## src/rtl/ddr_rd_burst_arb_if.sv

```systemverilog
// ddr_rd_burst_arb_if
// Bundles the client-side read-burst ports and the single DDR user-interface read
// channel that ddr_rd_burst_arb multiplexes.
//   master : the arbiter side. Takes client requests and controller beats, and drives
//            the DDR request and the per-client beat/finish strobes.
//   slave  : the environment side. This is the clients plus the DDR controller.
// Signals:
//   req_burst_req/len/addr            client requests. Client i len at [i*10+:10].
//   req_burst_data_valid/data/finish  beats routed back to the clients.
//   rd_burst_req/len/addr             burst request to the DDR controller.
//   rd_burst_data_valid/data/finish   beats returned by the DDR controller.
interface ddr_rd_burst_arb_if #(
    parameter int unsigned NUM_REQ     = 4,
    parameter int unsigned DDR_DATA_WD = 512,
    parameter int unsigned DDR_ADDR_WD = 32
);
    logic [NUM_REQ-1:0]             req_burst_req;
    logic [NUM_REQ*10-1:0]          req_burst_len;
    logic [NUM_REQ*DDR_ADDR_WD-1:0] req_burst_addr;
    logic [NUM_REQ-1:0]             req_burst_data_valid;
    logic [DDR_DATA_WD-1:0]         req_burst_data;
    logic [NUM_REQ-1:0]             req_burst_finish;

    logic                           rd_burst_req;
    logic [9:0]                     rd_burst_len;
    logic [DDR_ADDR_WD-1:0]         rd_burst_addr;
    logic                           rd_burst_data_valid;
    logic [DDR_DATA_WD-1:0]         rd_burst_data;
    logic                           rd_burst_finish;

    modport master (
        input  req_burst_req, req_burst_len, req_burst_addr,
        input  rd_burst_data_valid, rd_burst_data, rd_burst_finish,
        output req_burst_data_valid, req_burst_data, req_burst_finish,
        output rd_burst_req, rd_burst_len, rd_burst_addr
    );

    modport slave (
        output req_burst_req, req_burst_len, req_burst_addr,
        output rd_burst_data_valid, rd_burst_data, rd_burst_finish,
        input  req_burst_data_valid, req_burst_data, req_burst_finish,
        input  rd_burst_req, rd_burst_len, rd_burst_addr
    );
endinterface

```

## src/rtl/ddr_rd_burst_arb.sv

```systemverilog
// ddr_rd_burst_arb
// Round-robin arbiter that shares one DDR read-burst port among NUM_REQ clients.
// At most one burst is in flight. The winner's length and address are latched. Beats
// and finish are routed only to the winner, and the number of beats is checked
// against the requested length.
// Ports:
//   i_ddr_clk      DDR user clock
//   i_ddr_rst_n    asynchronous active-low reset
//   bus            client and DDR read channel bundle (master side)
//   o_gnt_id       current or most recent grantee
//   o_busy         burst in flight or in its one-cycle wind-down
//   o_len_err      one-cycle pulse when the beat count differs from the length
//   o_len_err_cnt  saturating count of length mismatches
module ddr_rd_burst_arb #(
    parameter int unsigned NUM_REQ     = 4,
    parameter int unsigned DDR_DATA_WD = 512,
    parameter int unsigned DDR_ADDR_WD = 32
) (
    input  logic                       i_ddr_clk,
    input  logic                       i_ddr_rst_n,
    ddr_rd_burst_arb_if.master         bus,
    output logic [$clog2(NUM_REQ)-1:0] o_gnt_id,
    output logic                       o_busy,
    output logic                       o_len_err,
    output logic [15:0]                o_len_err_cnt
);
    localparam int unsigned GNT_WD = $clog2(NUM_REQ);

    typedef enum logic [1:0] {StIdle, StIssue, StDone} state_e;

    state_e                 r_state;
    state_e                 w_state_d;
    logic [GNT_WD-1:0]      r_gnt_id;
    logic [GNT_WD-1:0]      r_last_gnt;
    logic [9:0]             r_len;
    logic [DDR_ADDR_WD-1:0] r_addr;
    logic [9:0]             r_beat_cnt;
    logic                   r_rd_req;
    logic                   r_busy;
    logic                   r_len_err;
    logic [15:0]            r_len_err_cnt;

    logic                   w_any;
    logic [GNT_WD-1:0]      w_cand;
    logic [GNT_WD-1:0]      w_pick;
    logic [9:0]             w_pick_len;
    logic [DDR_ADDR_WD-1:0] w_pick_addr;
    logic [9:0]             w_beat_total;
    logic                   w_mismatch;
    logic [NUM_REQ-1:0]     w_dv;
    logic [NUM_REQ-1:0]     w_fin;

    // Round-robin pick. Candidates are visited from the farthest offset (last_gnt
    // itself) down to the nearest (last_gnt+1). The last hit wins, so the nearest
    // requester after the previous grantee gets the grant.
    always_comb begin
        w_any  = 1'b0;
        w_pick = '0;
        w_cand = '0;
        for (int unsigned k = 1; k <= NUM_REQ; k++) begin
            w_cand = GNT_WD'((32'(r_last_gnt) + NUM_REQ + 1 - k) % NUM_REQ);
            if (bus.req_burst_req[w_cand]) begin
                w_any  = 1'b1;
                w_pick = w_cand;
            end
        end
    end

    // Select the winner's length and address.
    always_comb begin
        w_pick_len  = '0;
        w_pick_addr = '0;
        for (int unsigned i = 0; i < NUM_REQ; i++) begin
            if (w_pick == GNT_WD'(i)) begin
                w_pick_len  = bus.req_burst_len[i*10 +: 10];
                w_pick_addr = bus.req_burst_addr[i*DDR_ADDR_WD +: DDR_ADDR_WD];
            end
        end
    end

    // A beat that arrives in the same cycle as finish still counts.
    assign w_beat_total = r_beat_cnt + 10'(bus.rd_burst_data_valid);
    assign w_mismatch   = (w_beat_total != r_len);

    always_comb begin
        w_state_d = r_state;
        case (r_state)
            StIdle:  if (w_any) w_state_d = StIssue;
            StIssue: if (bus.rd_burst_finish) w_state_d = StDone;
            StDone:  w_state_d = StIdle;
            default: w_state_d = StIdle;
        endcase
    end

    always_ff @(posedge i_ddr_clk or negedge i_ddr_rst_n) begin
        if (!i_ddr_rst_n) begin
            r_state <= StIdle;
        end else begin
            r_state <= w_state_d;
        end
    end

    always_ff @(posedge i_ddr_clk or negedge i_ddr_rst_n) begin
        if (!i_ddr_rst_n) begin
            r_gnt_id      <= '0;
            r_last_gnt    <= GNT_WD'(NUM_REQ - 1);
            r_len         <= '0;
            r_addr        <= '0;
            r_beat_cnt    <= '0;
            r_rd_req      <= 1'b0;
            r_busy        <= 1'b0;
            r_len_err     <= 1'b0;
            r_len_err_cnt <= '0;
        end else begin
            // Registered from next state so the DDR-facing request is glitch-free.
            r_rd_req  <= (w_state_d == StIssue);
            r_busy    <= (w_state_d != StIdle);
            r_len_err <= 1'b0;
            case (r_state)
                StIdle: begin
                    if (w_any) begin
                        r_gnt_id   <= w_pick;
                        r_len      <= w_pick_len;
                        r_addr     <= w_pick_addr;
                        r_beat_cnt <= '0;
                    end
                end
                StIssue: begin
                    if (bus.rd_burst_data_valid) begin
                        r_beat_cnt <= r_beat_cnt + 10'd1;
                    end
                    if (bus.rd_burst_finish) begin
                        r_last_gnt <= r_gnt_id;
                        if (w_mismatch) begin
                            r_len_err <= 1'b1;
                            if (r_len_err_cnt != 16'hFFFF) begin
                                r_len_err_cnt <= r_len_err_cnt + 16'd1;
                            end
                        end
                    end
                end
                default: ;
            endcase
        end
    end

    // Beats and finish reach only the grantee, and only while the burst is in flight.
    always_comb begin
        w_dv  = '0;
        w_fin = '0;
        for (int unsigned i = 0; i < NUM_REQ; i++) begin
            if (r_state == StIssue && r_gnt_id == GNT_WD'(i)) begin
                w_dv[i]  = bus.rd_burst_data_valid;
                w_fin[i] = bus.rd_burst_finish;
            end
        end
    end

    assign bus.req_burst_data_valid = w_dv;
    assign bus.req_burst_finish     = w_fin;
    assign bus.req_burst_data       = bus.rd_burst_data;
    assign bus.rd_burst_req         = r_rd_req;
    assign bus.rd_burst_len         = r_len;
    assign bus.rd_burst_addr        = r_addr;

    assign o_gnt_id      = r_gnt_id;
    assign o_busy        = r_busy;
    assign o_len_err     = r_len_err;
    assign o_len_err_cnt = r_len_err_cnt;
endmodule
```

## src/flat_wrapper.sv

```systemverilog
// flat-port wrapper written by rule: the top's interface ports become plain ports
module ddr_rd_burst_arb_flat 
#(
    parameter int unsigned NUM_REQ     = 4,
    parameter int unsigned DDR_DATA_WD = 512,
    parameter int unsigned DDR_ADDR_WD = 32
)
  (i_ddr_clk, i_ddr_rst_n, o_gnt_id, o_busy, o_len_err, o_len_err_cnt, bus_req_burst_req, bus_req_burst_len, bus_req_burst_addr, bus_rd_burst_data_valid, bus_rd_burst_data, bus_rd_burst_finish, bus_req_burst_data_valid, bus_req_burst_data, bus_req_burst_finish, bus_rd_burst_req, bus_rd_burst_len, bus_rd_burst_addr);
  ddr_rd_burst_arb_if #(.NUM_REQ(NUM_REQ), .DDR_DATA_WD(DDR_DATA_WD), .DDR_ADDR_WD(DDR_ADDR_WD)) bus_i ();
  input  logic i_ddr_clk;
  input  logic i_ddr_rst_n;
  output logic [$clog2(NUM_REQ)-1:0] o_gnt_id;
  output logic o_busy;
  output logic o_len_err;
  output logic [15:0] o_len_err_cnt;
  input wire logic [$bits(bus_i.req_burst_req)-1:0] bus_req_burst_req;
  input wire logic [$bits(bus_i.req_burst_len)-1:0] bus_req_burst_len;
  input wire logic [$bits(bus_i.req_burst_addr)-1:0] bus_req_burst_addr;
  input wire logic [$bits(bus_i.rd_burst_data_valid)-1:0] bus_rd_burst_data_valid;
  input wire logic [$bits(bus_i.rd_burst_data)-1:0] bus_rd_burst_data;
  input wire logic [$bits(bus_i.rd_burst_finish)-1:0] bus_rd_burst_finish;
  output wire logic [$bits(bus_i.req_burst_data_valid)-1:0] bus_req_burst_data_valid;
  output wire logic [$bits(bus_i.req_burst_data)-1:0] bus_req_burst_data;
  output wire logic [$bits(bus_i.req_burst_finish)-1:0] bus_req_burst_finish;
  output wire logic [$bits(bus_i.rd_burst_req)-1:0] bus_rd_burst_req;
  output wire logic [$bits(bus_i.rd_burst_len)-1:0] bus_rd_burst_len;
  output wire logic [$bits(bus_i.rd_burst_addr)-1:0] bus_rd_burst_addr;
  assign bus_i.req_burst_req = bus_req_burst_req;
  assign bus_i.req_burst_len = bus_req_burst_len;
  assign bus_i.req_burst_addr = bus_req_burst_addr;
  assign bus_i.rd_burst_data_valid = bus_rd_burst_data_valid;
  assign bus_i.rd_burst_data = bus_rd_burst_data;
  assign bus_i.rd_burst_finish = bus_rd_burst_finish;
  assign bus_req_burst_data_valid = bus_i.req_burst_data_valid;
  assign bus_req_burst_data = bus_i.req_burst_data;
  assign bus_req_burst_finish = bus_i.req_burst_finish;
  assign bus_rd_burst_req = bus_i.rd_burst_req;
  assign bus_rd_burst_len = bus_i.rd_burst_len;
  assign bus_rd_burst_addr = bus_i.rd_burst_addr;
  ddr_rd_burst_arb #(.NUM_REQ(NUM_REQ), .DDR_DATA_WD(DDR_DATA_WD), .DDR_ADDR_WD(DDR_ADDR_WD)) u_core (.i_ddr_clk(i_ddr_clk), .i_ddr_rst_n(i_ddr_rst_n), .bus(bus_i), .o_gnt_id(o_gnt_id), .o_busy(o_busy), .o_len_err(o_len_err), .o_len_err_cnt(o_len_err_cnt));
endmodule
```

## config.mk

```make
export PLATFORM = sky130hd
export DESIGN_NAME = ddr_rd_burst_arb_flat
export DESIGN_NICKNAME = d
export VERILOG_FILES = /design/src/rtl/ddr_rd_burst_arb_if.sv /design/src/rtl/ddr_rd_burst_arb.sv /design/src/flat_wrapper.sv
export SDC_FILE = /design/constraint.sdc
export NUM_CORES = 1
export LEC_CHECK = 0
export ABC_AREA = 1
export BUFFER_PORTS_ARGS = -buffer_cell sky130_fd_sc_hd__buf_2
export CELL_PAD_IN_SITES_DETAIL_PLACEMENT = 0
export CELL_PAD_IN_SITES_GLOBAL_PLACEMENT = 1
export CORE_AREA = 5 5 491 493
export DETAILED_ROUTE_END_ITERATION = 8
export DIE_AREA = 0 0 496 498
export PLACE_DENSITY = 0.3
export SYNTH_ARGS = -nofsm -noshare
export SYNTH_HDL_FRONTEND = slang
export SYNTH_SLANG_ARGS = --single-unit
```

## constraint.sdc

```tcl
create_clock -name i_ddr_clk -period 2.5 [get_ports i_ddr_clk]
set_input_delay 0.625 -clock i_ddr_clk [delete_from_list [all_inputs] [get_ports i_ddr_clk]]
set_output_delay 0.625 -clock i_ddr_clk [all_outputs]
set_load 0.02 [all_outputs]
```

==> out/metrics.yaml <==
sta:
  finalCriticalPeriod_ps: 2400
  hold_viol_final: 0
  skew_ps: 57.2
  rsz0062_at_grt: "true"
  max_freq_ghz: 0.416
  fin_crit_sh_pct: 96.1
  slew_violations: 0
  fin_ws_ps: 96.8
  setup_violations: 0
  slew_headroom_pct: 72.0
  tightest_slew_ps: 421
synthesis:
  mappedNetlistNets: 2061
  synth_seq_cells: 77
  synth_edf_count: 0
  ys_seq_area_share_pct: 20.1
  ys_types: 36
  syn_area_sq_um: 9600
  syn_inst: 1369
  async_flop_share_pct: 100
  yosys_warnings: 0
  synth-main-ff-cell: "dfrtp_1"
  syn_area_per_cell_sq_um: 7.01
global_route:
  antenna_found_initial: 10
  grt_usage_pct: 8.63
  grt_max_degree: 46
  overflow: 0
  grt_pass1_wl_um: 130000
  use_met1_pct: 5.22
  use_met3_pct: 11.8
  met2_usage_pct: 12.8
  grt_pass1_vias: 8731
  grt-busiest-layer: "met2"
critical_path:
  cp_max_fo: 8
  slowest_stage: "dfstp_2"
  path_cells: "buf_4, inv_4, nand2_1, nand2_1, nand2_1, buf_4, nand2_1, nand2_2, nand2_4, buf_12, buf_16, buf_12, o21ai_1, nand3_2, nand2_1, nand2_1"
  worstSetupStartpointType: "flip-flop"
  crit_arrival_ps: 2790
  cp.required_ps: 2890
  crit_start: "u_core.r_last_gnt[0]$_DFFE_PN1P_"
  cpPeakStageDelay_ps: 580
  r2r_start: "u_core.r_last_gnt[0]$_DFFE_PN1P_"
  critPathKind: "reg2reg"
  endpoint_kind: "flip-flop"
  path_common_cell: "nand2_1"
placed_design:
  placed_cell_area_sq_um: 11400
  port_buffers: 246
  place_ws_ps: -259
  place_inst: 4275
  dp_hpwl_um: 98900
  place_congestion: 0.699
power:
  pwr-share-clk_pct: 10.9
  vdd_drop_max_uv: 569
  power.density_nw_per_um2: 1310
  p_comb_share_pct: 75.6
  internal-power_w: 0.00684
  p_sw_w: 0.00912
  p_leak_nw: 4.68
  p_sw_share_pct: 57.2
  seq_power_share_pct: 13.5
detailed_routing:
  drcViolationCount: 0
  wl_per_cell_um: 26.2
  drtPass1Iterations: 4
  antenna_left: 0
  drt-vias-per-instance: 1.85
  via_count: 7962
  wl_um: 113000
  drt_iter0_markers: 246
cts:
  clk_pin_slew_ps: 150
  clk_latency_ps: 470
  clockBufferDepth: 2
  clkSinkCount: 77
  cts_tree: "built"
  cts_max_level: 3
  cts-root-buf: "clkbuf_16"
  cts_buffers: 9
die:
  initial_utilization_pct: 4.06
  die_area_sq_um: 247000
  ioPinCount: 1271
  dieHeight_um: 498
  coreArea_sq_um: 237000
  row_count: 179
  die_w_um: 496
layout:
  final_nets: 1832
  fill_cells: 28357
  post-route-util_pct: 5.15
  drive_gt1_share_pct: 33.6
  fin_cells: 4314
  post-route-cell-area_sq_um: 12200
  areaGrowthSynthToFinish_pct: 27.0
job:
  max_cap_viol_count: 0
outcome:
  status: "finished, final reports clean"
min_path:
  hold_path_class: "in2reg"
  hold_start: "bus_rd_burst_finish"
path summary, 6_finish.rpt:
path,slack (ps),cells after the start,endpoint
worst max-delay path,100,16,u_core.bus.rd_burst_addr[13]$_DFFE_PN0P_
worst min-delay path,420,2,u_core.bus.rd_burst_req$_DFF_PN0_
worst max register to register,100,16,u_core.bus.rd_burst_addr[13]$_DFFE_PN0P_
worst min register to register,490,2,u_core.bus.rd_burst_addr[1]$_DFFE_PN0P_
max in group asynchronous,1290,3,u_core.o_len_err_cnt[5]$_DFFE_PN0P_
min in group asynchronous,620,2,u_core.bus.rd_burst_addr[31]$_DFFE_PN0P_
placed cells by master, fill, tap and decap left out, types with 4 or more instances in the layout:
master and instances:
nor2_2 5, ha_1 4, buf_2 244, nand2_2 8
a21oi_1 16, nand2_1 237, dfrtp_1 75, buf_4 43
o21ai_1 14, xor2_1 15, nor3_1 8, nand4_1 68
nor2_1 35, buf_12 23, clkbuf_16 14, nand3_2 8
nand3b_1 33, inv_1 103, xnor2_1 17, inv_8 5
o21ai_0 31, nand3_1 95, buf_6 9
cells in the mapped netlist, drive strengths merged, types with 2 or more instances:
| master | n | area share [%] |
|---|---|---|
| nand4 | 69 | 4.6 |
| clkbuf | 26 | 1.0 |
| inv | 108 | 4.3 |
| a21oi | 16 | 0.83 |
| dfstp | 2 | 0.55 |
| nor4 | 2 | 0.13 |
| nor2 | 42 | 1.7 |
| ha | 4 | 0.52 |
| dfrtp | 75 | 20 |
| nand2 | 248 | 9.9 |
| buf | 544 | 42 |
| nor3 | 10 | 0.57 |
| o21ai | 46 | 2.4 |
| nand3 | 105 | 5.8 |
| nand3b | 33 | 2.6 |
| xor2 | 15 | 1.4 |
| xnor2 | 17 | 1.6 |
| o31ai | 2 | 0.16 |
worst max-delay path: cells and delay by family, from the launching register on:
kind                   cells  cell delay [ps]
and+or+nand+nor            9              840
buffers and inverters      6              760
DFF                        1              580
AOI/OAI and AO/OA          1               90
state kept, by name, summed over array words and instances (netlist names):
name                      count
u_core.r_state                2
u_core.o_len_err_cnt         16
u_core.o_gnt_id               2
u_core.o_len_err              1
u_core.bus.rd_burst_addr     32
u_core.bus.rd_burst_req       1
u_core.r_beat_cnt            10
u_core.r_last_gnt             2
u_core.bus.rd_burst_len      10
u_core.o_busy                 1
power by group through the flow:
stage | Clock [W] | Sequential [W] | Combinational, W
after global placement | 0 | 0.00224 | 0.0110
final | 0.00174 | 0.00216 | 0.0121
after floorplan | 0 | 0.00252 | 0.00600
after detailed placement | 0 | 0.00223 | 0.0110
after global routing | 0.00194 | 0.00226 | 0.0134
after CTS | 0.00196 | 0.00222 | 0.0111
final cells by class:
| cell class | count | area [sq um] | area share, % |
|---|---|---|---|
| clock inverters | 7 | 71.3 | 0.585 |
| inverters | 108 | 430 | 3.53 |
| flip-flops and latches | 77 | 1930 | 15.8 |
| multi-input cells | 614 | 3210 | 26.4 |
| diodes | 2 | 5.00 | 0.0411 |
| well taps | 3167 | 3960 | 32.5 |
| repair buffers | 330 | 2350 | 19.3 |
| clock buffers | 9 | 225 | 1.85 |
logic make-up (layout without fill, tap and decap cells):
kind of cell	count (synthesis)	after routing	synth area share, %
xor+xnor	32	32	2.92
compound gates	68	68	3.77
other cells	0	2	0
flops	77	77	20.1
simple gates	510	510	25.3
fa+ha+maj	4	4	0.522
buf+inv	678	454	47.4
what timing repair did:
action	in CTS	in global routing
hold endpoints to repair	7	0
pin swaps	1	10
hold buffers	1	0
setup buffers	1	15
endpoints found under the setup margin	21	38
resized for setup	9	46
cloned	0	5
metal layers:
metal / wire length [um] / up-vias
li1: - / 3382
met1: 24200 / 3446
met2: 47600 / 785
met3: 33300 / 341
met4: 7650 / 8
met5: 332 / -
metrics by stage:
stage / TNS, ps / total power [W] / hold slack (ps)
global route: -54.5 / 0.0177 / 392
CTS: 0 / 0.0153 / 343
floorplan: 0 / 0.00852 / 329
detailed placement: -3240 / 0.0132 / 467
finish: 0 / 0.0160 / 423
global placement: -3710 / 0.0133 / 464
Note: power is estimated with default switching activity, not from simulation.
